[config.mk]
export PLATFORM = sky130hd
export DESIGN_NAME = dly_tap_controller
export DESIGN_NICKNAME = d
export VERILOG_FILES = /design/src/rtl/dly_tap_controller.sv
export SDC_FILE = /design/constraint.sdc
export NUM_CORES = 1
export LEC_CHECK = 0
export CAP_MARGIN = 10
export CORE_UTILIZATION = 35
export DETAILED_ROUTE_END_ITERATION = 10
export PLACE_DENSITY = 0.66
export SYNTH_ARGS = -nofsm -noshare
export SYNTH_HDL_FRONTEND = slang
export SYNTH_SLANG_ARGS = --single-unit
[constraint.sdc]
create_clock -name CLK -period 2.1 [get_ports CLK]
set_input_delay 0.42 -clock CLK [delete_from_list [all_inputs] [get_ports CLK]]
set_output_delay 0.42 -clock CLK [all_outputs]
set_load 0.01 [all_outputs]
[src/rtl/dly_tap_controller.sv]
// -----------------------------------------------------------------------------
// dly_tap_controller
//
// Command-driven sequencer for a bank of delay elements and the tap-value mux
// that reads them back. One command (READ / INC / DEC / SET) is accepted at a
// time. The controller selects the element on the mux, samples its tap value,
// issues single-cycle adjust pulses as needed and returns the final sampled
// tap on a response handshake.
//
// Ports:
//   CLK            clock, all logic on the rising edge
//   RST            synchronous active-low reset
//   CMD_VALID/READY/OP/ADDR/TAP   command handshake and payload
//                                 (OP: 00 READ, 01 INC, 10 DEC, 11 SET)
//   RSP_VALID/READY/TAP/ERR       response handshake and payload
//   DLY_ADDR       registered select to the tap-value mux
//   DLY_TAP_VALUE  mux output (combinational from DLY_ADDR)
//   DLY_ADJ        one-hot adjust pulse, one bit per element
//   DLY_INCDEC     direction per element (1 = increment), only with DLY_ADJ
//   BUSY           high whenever a command is in progress
// -----------------------------------------------------------------------------
module dly_tap_controller #(
  parameter int NUM_DLY       = 20,
  parameter int SETTLE_CYCLES = 2
) (
  input  logic               CLK,
  input  logic               RST,
  input  logic               CMD_VALID,
  output logic               CMD_READY,
  input  logic [1:0]         CMD_OP,
  input  logic [4:0]         CMD_ADDR,
  input  logic [5:0]         CMD_TAP,
  output logic               RSP_VALID,
  input  logic               RSP_READY,
  output logic [5:0]         RSP_TAP,
  output logic               RSP_ERR,
  output logic [4:0]         DLY_ADDR,
  input  logic [5:0]         DLY_TAP_VALUE,
  output logic [NUM_DLY-1:0] DLY_ADJ,
  output logic [NUM_DLY-1:0] DLY_INCDEC,
  output logic               BUSY
);

  localparam logic [1:0] OP_READ = 2'b00;
  localparam logic [1:0] OP_INC  = 2'b01;
  localparam logic [1:0] OP_DEC  = 2'b10;

  // 6 bits so that NUM_DLY = 32 is representable in the range check.
  localparam logic [5:0] NUM_DLY_W = 6'(NUM_DLY);

  localparam int              SW          = (SETTLE_CYCLES > 1) ? $clog2(SETTLE_CYCLES) : 1;
  localparam logic [SW-1:0]   SETTLE_LAST = SW'(SETTLE_CYCLES - 1);
  localparam logic [6:0]      MAX_STEPS   = 7'd64;

  typedef enum logic [2:0] {
    ST_IDLE,
    ST_SELECT,
    ST_SAMPLE,
    ST_PULSE,
    ST_SETTLE,
    ST_RESP
  } state_t;

  state_t        state_reg,  state_next;
  logic [1:0]    op_reg,     op_next;
  logic [4:0]    addr_reg,   addr_next;
  logic [5:0]    tgt_reg,    tgt_next;
  logic [5:0]    tap_reg,    tap_next;
  logic [6:0]    step_reg,   step_next;
  logic          dir_reg,    dir_next;
  logic          err_reg,    err_next;
  logic [SW-1:0] settle_reg, settle_next;

  always_ff @(posedge CLK) begin
    if (!RST) begin
      state_reg  <= ST_IDLE;
      op_reg     <= 2'b00;
      addr_reg   <= 5'd0;
      tgt_reg    <= 6'd0;
      tap_reg    <= 6'd0;
      step_reg   <= 7'd0;
      dir_reg    <= 1'b0;
      err_reg    <= 1'b0;
      settle_reg <= '0;
    end else begin
      state_reg  <= state_next;
      op_reg     <= op_next;
      addr_reg   <= addr_next;
      tgt_reg    <= tgt_next;
      tap_reg    <= tap_next;
      step_reg   <= step_next;
      dir_reg    <= dir_next;
      err_reg    <= err_next;
      settle_reg <= settle_next;
    end
  end

  always_comb begin
    state_next  = state_reg;
    op_next     = op_reg;
    addr_next   = addr_reg;
    tgt_next    = tgt_reg;
    tap_next    = tap_reg;
    step_next   = step_reg;
    dir_next    = dir_reg;
    err_next    = err_reg;
    settle_next = settle_reg;

    case (state_reg)
      ST_IDLE: begin
        if (CMD_VALID) begin
          op_next   = CMD_OP;
          addr_next = CMD_ADDR;
          tgt_next  = CMD_TAP;
          tap_next  = 6'd0;      // out-of-range commands report tap 0
          step_next = 7'd0;
          dir_next  = 1'b0;
          err_next  = 1'b0;
          if ({1'b0, CMD_ADDR} >= NUM_DLY_W) begin
            err_next   = 1'b1;
            state_next = ST_RESP;
          end else begin
            state_next = ST_SELECT;
          end
        end
      end

      // One cycle for the mux output to settle on the new select.
      ST_SELECT: state_next = ST_SAMPLE;

      ST_SAMPLE: begin
        tap_next   = DLY_TAP_VALUE;
        state_next = ST_RESP;
        case (op_reg)
          OP_READ: ;
          // A nonzero step count means the single INC/DEC pulse was issued.
          OP_INC: begin
            if (step_reg == 7'd0) begin
              if (DLY_TAP_VALUE == 6'd63) begin
                err_next = 1'b1;
              end else begin
                dir_next   = 1'b1;
                state_next = ST_PULSE;
              end
            end
          end
          OP_DEC: begin
            if (step_reg == 7'd0) begin
              if (DLY_TAP_VALUE == 6'd0) begin
                err_next = 1'b1;
              end else begin
                dir_next   = 1'b0;
                state_next = ST_PULSE;
              end
            end
          end
          default: begin
            // SET walks one tap per step; a stuck element ends after 64 steps.
            if (DLY_TAP_VALUE != tgt_reg) begin
              if (step_reg == MAX_STEPS) begin
                err_next = 1'b1;
              end else begin
                dir_next   = (tgt_reg > DLY_TAP_VALUE);
                state_next = ST_PULSE;
              end
            end
          end
        endcase
      end

      ST_PULSE: begin
        step_next   = step_reg + 7'd1;
        settle_next = '0;
        state_next  = ST_SETTLE;
      end

      ST_SETTLE: begin
        if (settle_reg == SETTLE_LAST) begin
          state_next = ST_SAMPLE;
        end else begin
          settle_next = settle_reg + 1'b1;
        end
      end

      ST_RESP: begin
        if (RSP_READY) begin
          state_next = ST_IDLE;
        end
      end

      default: state_next = ST_IDLE;
    endcase
  end

  // Ready is also gated by reset so nothing is accepted while RST is low.
  assign CMD_READY = RST && (state_reg == ST_IDLE);
  assign RSP_VALID = (state_reg == ST_RESP);
  assign RSP_TAP   = tap_reg;
  assign RSP_ERR   = err_reg;
  assign DLY_ADDR  = addr_reg;
  assign BUSY      = (state_reg != ST_IDLE);

  // Adjust pulse is decoded from the registered state, so it drops to zero on
  // the reset edge along with the state.
  generate
    for (genvar gi = 0; gi < NUM_DLY; gi++) begin : g_adj
      assign DLY_ADJ[gi]    = (state_reg == ST_PULSE) && (addr_reg == 5'(gi));
      assign DLY_INCDEC[gi] = (state_reg == ST_PULSE) && (addr_reg == 5'(gi)) && dir_reg;
    end
  endgenerate

endmodule

Word level (Yosys, flattened, before mapping)
Cells that the tools add are included.

cells by class
  multiplexer cells = 37
  magnitude comparators = 2
  $add $sub $neg = 2
  eq/ne operators = 42
  reductions and logical operators = 56

operator list
  kind                                                                   number
  1-bit logical AND                                                      41
  5-bit by 4-bit equality test with 1-bit output, second input constant  8
  3-bit 2-to-1 mux                                                       10
  5-bit by 3-bit equality test with 1-bit output, second input constant  4
  5-bit equality test, second input constant                             4
  3-bit inequality test, second input constant                           6
  3-bit case mux with 6 select lines                                     1
  9-bit AND reduction                                                    2
  1-bit 2-to-1 mux                                                       16
  7-bit case mux with 2 select lines                                     1
  4-bit inequality test, second input constant                           3
  6-bit case mux with 2 select lines                                     1
  5-bit by 2-bit equality test with 1-bit output, second input constant  2
  3-bit case mux with 3 select lines                                     1
  7-bit by 1-bit adder with 7-bit output, second input constant          1
  7-bit equality test, second input constant                             1
  7-bit logical NOT                                                      1
  7-bit 2-to-1 mux                                                       1
  3-bit by 2-bit equality test with 1-bit output, second input constant  2
  3-bit equality test, second input constant                             2
  6-bit equality test, second input constant                             1
  6-bit greater-than comparator                                          1
  6-bit logical NOT                                                      1
  6-bit 2-to-1 mux                                                       1
  other kinds (18)                                                       27

storage, ports and cells
  bits in registers = 32
  output and inout bits = 55
  logic and storage cells = 148
  bits of input ports = 23

Longest topological paths before layout
  word-level depth = 5
  mapped depth = 7
  mapped depth without buffers = 7

Worst setup path after synthesis
Ideal clock, no wire load.

  path type = reg-to-output
  from = reg state_reg[0]
  to = out DLY_INCDEC[16]
  arrival time = 1304 ps
  path buffers = 1
  stages on the path, launching flop included = 6
  data required time = 1680 ps
  slack = 376 ps
  path through = dfxtp_1 > buf_2 > nand2_1 > nor3_1 > nand4b_1 > nor2_1

between the ends
  longest elaborated chain between the ends = 3

RTL lines
  element                                         RTL line  source
  start: declaration                              64        state_t state_reg, state_next;
  start signal: assignment                        86        state_reg <= state_next;
  3-bit by 2-bit equality test with 1-bit output  208       assign DLY_INCDEC[gi] = (state_reg == ST_PULSE) && (addr_reg == 5'(gi)) && dir_reg;
  1-bit logical AND (2 in a row)                  208
  end: declaration                                40        output logic [NUM_DLY-1:0] DLY_INCDEC,

No other way between the ends.

Worst setup path after layout
  from = reg addr_reg[4] (netlist: DLY_ADDR[4])
  to = out DLY_ADJ[8]

between the ends
  longest elaborated chain between the ends = 2

RTL lines
  element                                         RTL line  source
  start: declaration                              66        logic [4:0] addr_reg, addr_next;
  start signal: assignment                        88        addr_reg <= addr_next;
  5-bit by 4-bit equality test with 1-bit output  207       assign DLY_ADJ[gi] = (state_reg == ST_PULSE) && (addr_reg == 5'(gi));
  1-bit logical AND                               207
  end: declaration                                39        output logic [NUM_DLY-1:0] DLY_ADJ,

No other way between the ends.

==> impl_metrics.yaml <==
outcome:
  status: "completed"
sta:
  fin_crit_ps: 2070
  setup_viol_count_final: 0
  skew_ps: 6.90
  slew_headroom_pct: 70.5
  fmax_mhz: 483
  hold_violations: 0
  setup_tns_ps: 0
  finalCritPeriodShare_pct: 98.7
  hold_ws_ps: 461
  worstMarginPinSlew_ps: 443
  rsz0062_at_grt: "yes"
  maxSlewViolCount: 0
final_layout:
  layout_common_cells: "55 x nor2_1, 42 x nand2_1, 35 x clkdlybuf4s50_1, 31 x dfxtp_1"
  largest_register_ffs: 7
  design_area_um2: 3050
  syn2layout_area_growth_pct: 47.5
  layout_commonest_cell: "nor2_1"
  fin_nets: 409
  drive_above_1_share_pct: 21.6
  diodes: 0
clock_tree:
  cts_buffer_depth: 2
  clock_sinks: 32
  clk_latency_ps: 290
  cts_root_buf: "clkbuf_8"
  path_clk_slew_ps: 70
  cts_tree: "done"
  cts_buffers: 5
  htreeDepth: 2
route:
  drt_drc_violations_left: 0
  final_antenna_net_count: 0
  post_drt_wl_per_cell_um: 13.5
  vias: 2230
  totalWireLength_mm: 6.05
  first_pass_iters: 4
  vias_per_cell: 4.99
  drt_iter0_markers: 161
global_routing:
  grt_util_all_layers_pct: 20.3
  globalRouteMet3Util_pct: 3.79
  met1_usage_pct: 26.7
  grt_first_pass_wirelength_mm: 9.94
  grt_remaining_overflow: 0
  grt_pass1_vias: 2089
  grt.met2_usage_pct: 33.1
  antenna_found_initial: 0
  grt_max_degree: 31
  busiest_layer: "met2"
placement:
  dp_hpwl_mm: 4.71
  gp_congestion: 0.823
  port_buffers: 77
  placed_area_um2: 3000
worst_setup_path:
  endpoint_kind: "output pin"
  worstSetupPathType: "flop to output pin"
  slowest_stage: "and4bb_2"
  cp.required_ps: 1680
  cp_top_family: "simple AND/OR/NAND/NOR gates"
  cp_num_buf_inv: 1
  cp.arrival_ps: 1650
  worst_setup_path_start_kind: "flop"
  crit_chain: "and4bb_2 -> nand2_1 -> or2_4 -> nor2_1 -> dlygate4sd2_1"
  slowest_delay_ps: 360
  crit_fanout: 4
pwr:
  total_power_mw: 1.90
  peakVddDrop_uv: 482
  p_per_area_nw_per_um2: 623
  power_leakage_nw: 1.34
yosys:
  yosysWarningCount: 0
  ys_ff_latch: 32
  synth_nets: 317
  synth_cell_types: 50
  ys.flop_type: "dfxtp_1"
  ys_top_cells_by_area: "dfxtp_1 31%, nor2_1 11%, nand2_1 8.2%, ha_1 7.3%, a21oi_1 5.1%"
  synthCells: 282
  synth-edff-count: 0
  async_flop_share_pct: 0
  netlist_area_um2: 2070
  seq_area_frac_synth_pct: 31.0
  synth_top_area_share_pct: 31.0
  syn_avg_cell_area_um2: 7.33
  synth_largest_area_cell: "dfxtp_1"
floorplan:
  die_h_um: 78.8
  die_area_um2: 6210
  initial_core_util_pct: 36.8
  io_pins: 78
  num_rows: 27
  die_x_um: 78.8
  design.core.area_um2: 5610
job:
  drv_cap: 0
min_path:
  hold_path_class: "flop to flop"
## logic make-up (layout without fill, tap and decap cells)
kind of cell / Yosys count / count (layout) / share of synthesized area (%)
xor+xnor: 1 / 1 / 0.424
fa+ha+maj: 12 / 12 / 7.27
compound gates: 53 / 53 / 17.8
buf+inv: 27 / 120 / 5.51
mux: 5 / 5 / 2.60
simple gates: 152 / 152 / 35.4
flops: 32 / 32 / 31.0
## tightest hold or removal path: cells and delay by family, from the launching register on
family | cells | cell delay [ps]
AND/OR/NAND/NOR | 1 | 50
AO/OA/AOI/OAI | 1 | 50
flip-flops | 1 | 310
## final cells by class
class,count,area [µm²]
Inverter,13,48.8
Clock buffer,5,68.8
Multi-Input combinational cell,223,1350
Timing Repair Buffer,99,810
Fill cell,586,2560
Tap cell,72,90.1
Clock inverter,3,42.5
Sequential cell,32,642
## power breakdown
group / switching (mW) / internal (mW) / total (mW)
combinational: 0.324 / 0.285 / 0.609
sequential: 0.0360 / 0.659 / 0.695
clock: 0.242 / 0.351 / 0.593
## synthesized netlist by cell type (2+ instances only)
cell type  count
o21a_1         4
nor4_1         2
nand4_1        4
inv_1         11
nand2b_1       6
ha_1          12
dfxtp_1       32
inv_2          2
a2111oi_2      2
a21boi_1       2
buf_1          3
a21oi_1       21
nand2_1       45
o21ai_0        4
o22ai_1        2
or2_1          2
nand3b_1       3
mux2i_1        2
nor2_1        60
clkbuf_1       6
nand3_1       10
and3_1         4
buf_2          4
a22oi_1        8
o21ai_1        3
mux2_2         2
nor3_1         3
## stage by stage
step	instances	util (%)	setup slack, ps
global placement	435	53.4	-230
global route	447	54.4	-74.6
finish	447	54.4	27.9
floorplan	282	-	376
CTS	445	55.2	-29.8
detailed placement	435	53.4	-314
## final timing paths
kind                             from                       to  slack [ps]  cells after the start
max          DLY_ADDR[4]$_SDFFE_PN0P_               DLY_ADJ[8]          30                      5
min           tgt_reg[0]$_SDFFE_PN0P_  tgt_reg[0]$_SDFFE_PN0P_         460                      2
max reg2reg    op_reg[0]$_SDFFE_PN0P_     RSP_ERR$_SDFFE_PN0P_         290                      6
min reg2reg   tgt_reg[0]$_SDFFE_PN0P_  tgt_reg[0]$_SDFFE_PN0P_         460                      2
## routing by layer
layer	up-vias	part of all wire, %	wire length, µm
met1	1018	47	2850
met2	49	48	2930
li1	1152	-	-
met5	-	0	0
met4	0	1.4	85
met3	11	3.0	184
## what timing repair did
| action | 4_1_cts | 5_1_grt |
|---|---|---|
| pin swaps | 2 | 12 |
| resized for setup | 60 | 58 |
| setup endpoints to repair | 42 | 32 |
| hold endpoints to repair | 0 | 0 |
| hold buffers | 0 | 0 |
| buffers inserted | 2 | 2 |
Note: power is estimated with default switching activity, not from simulation.
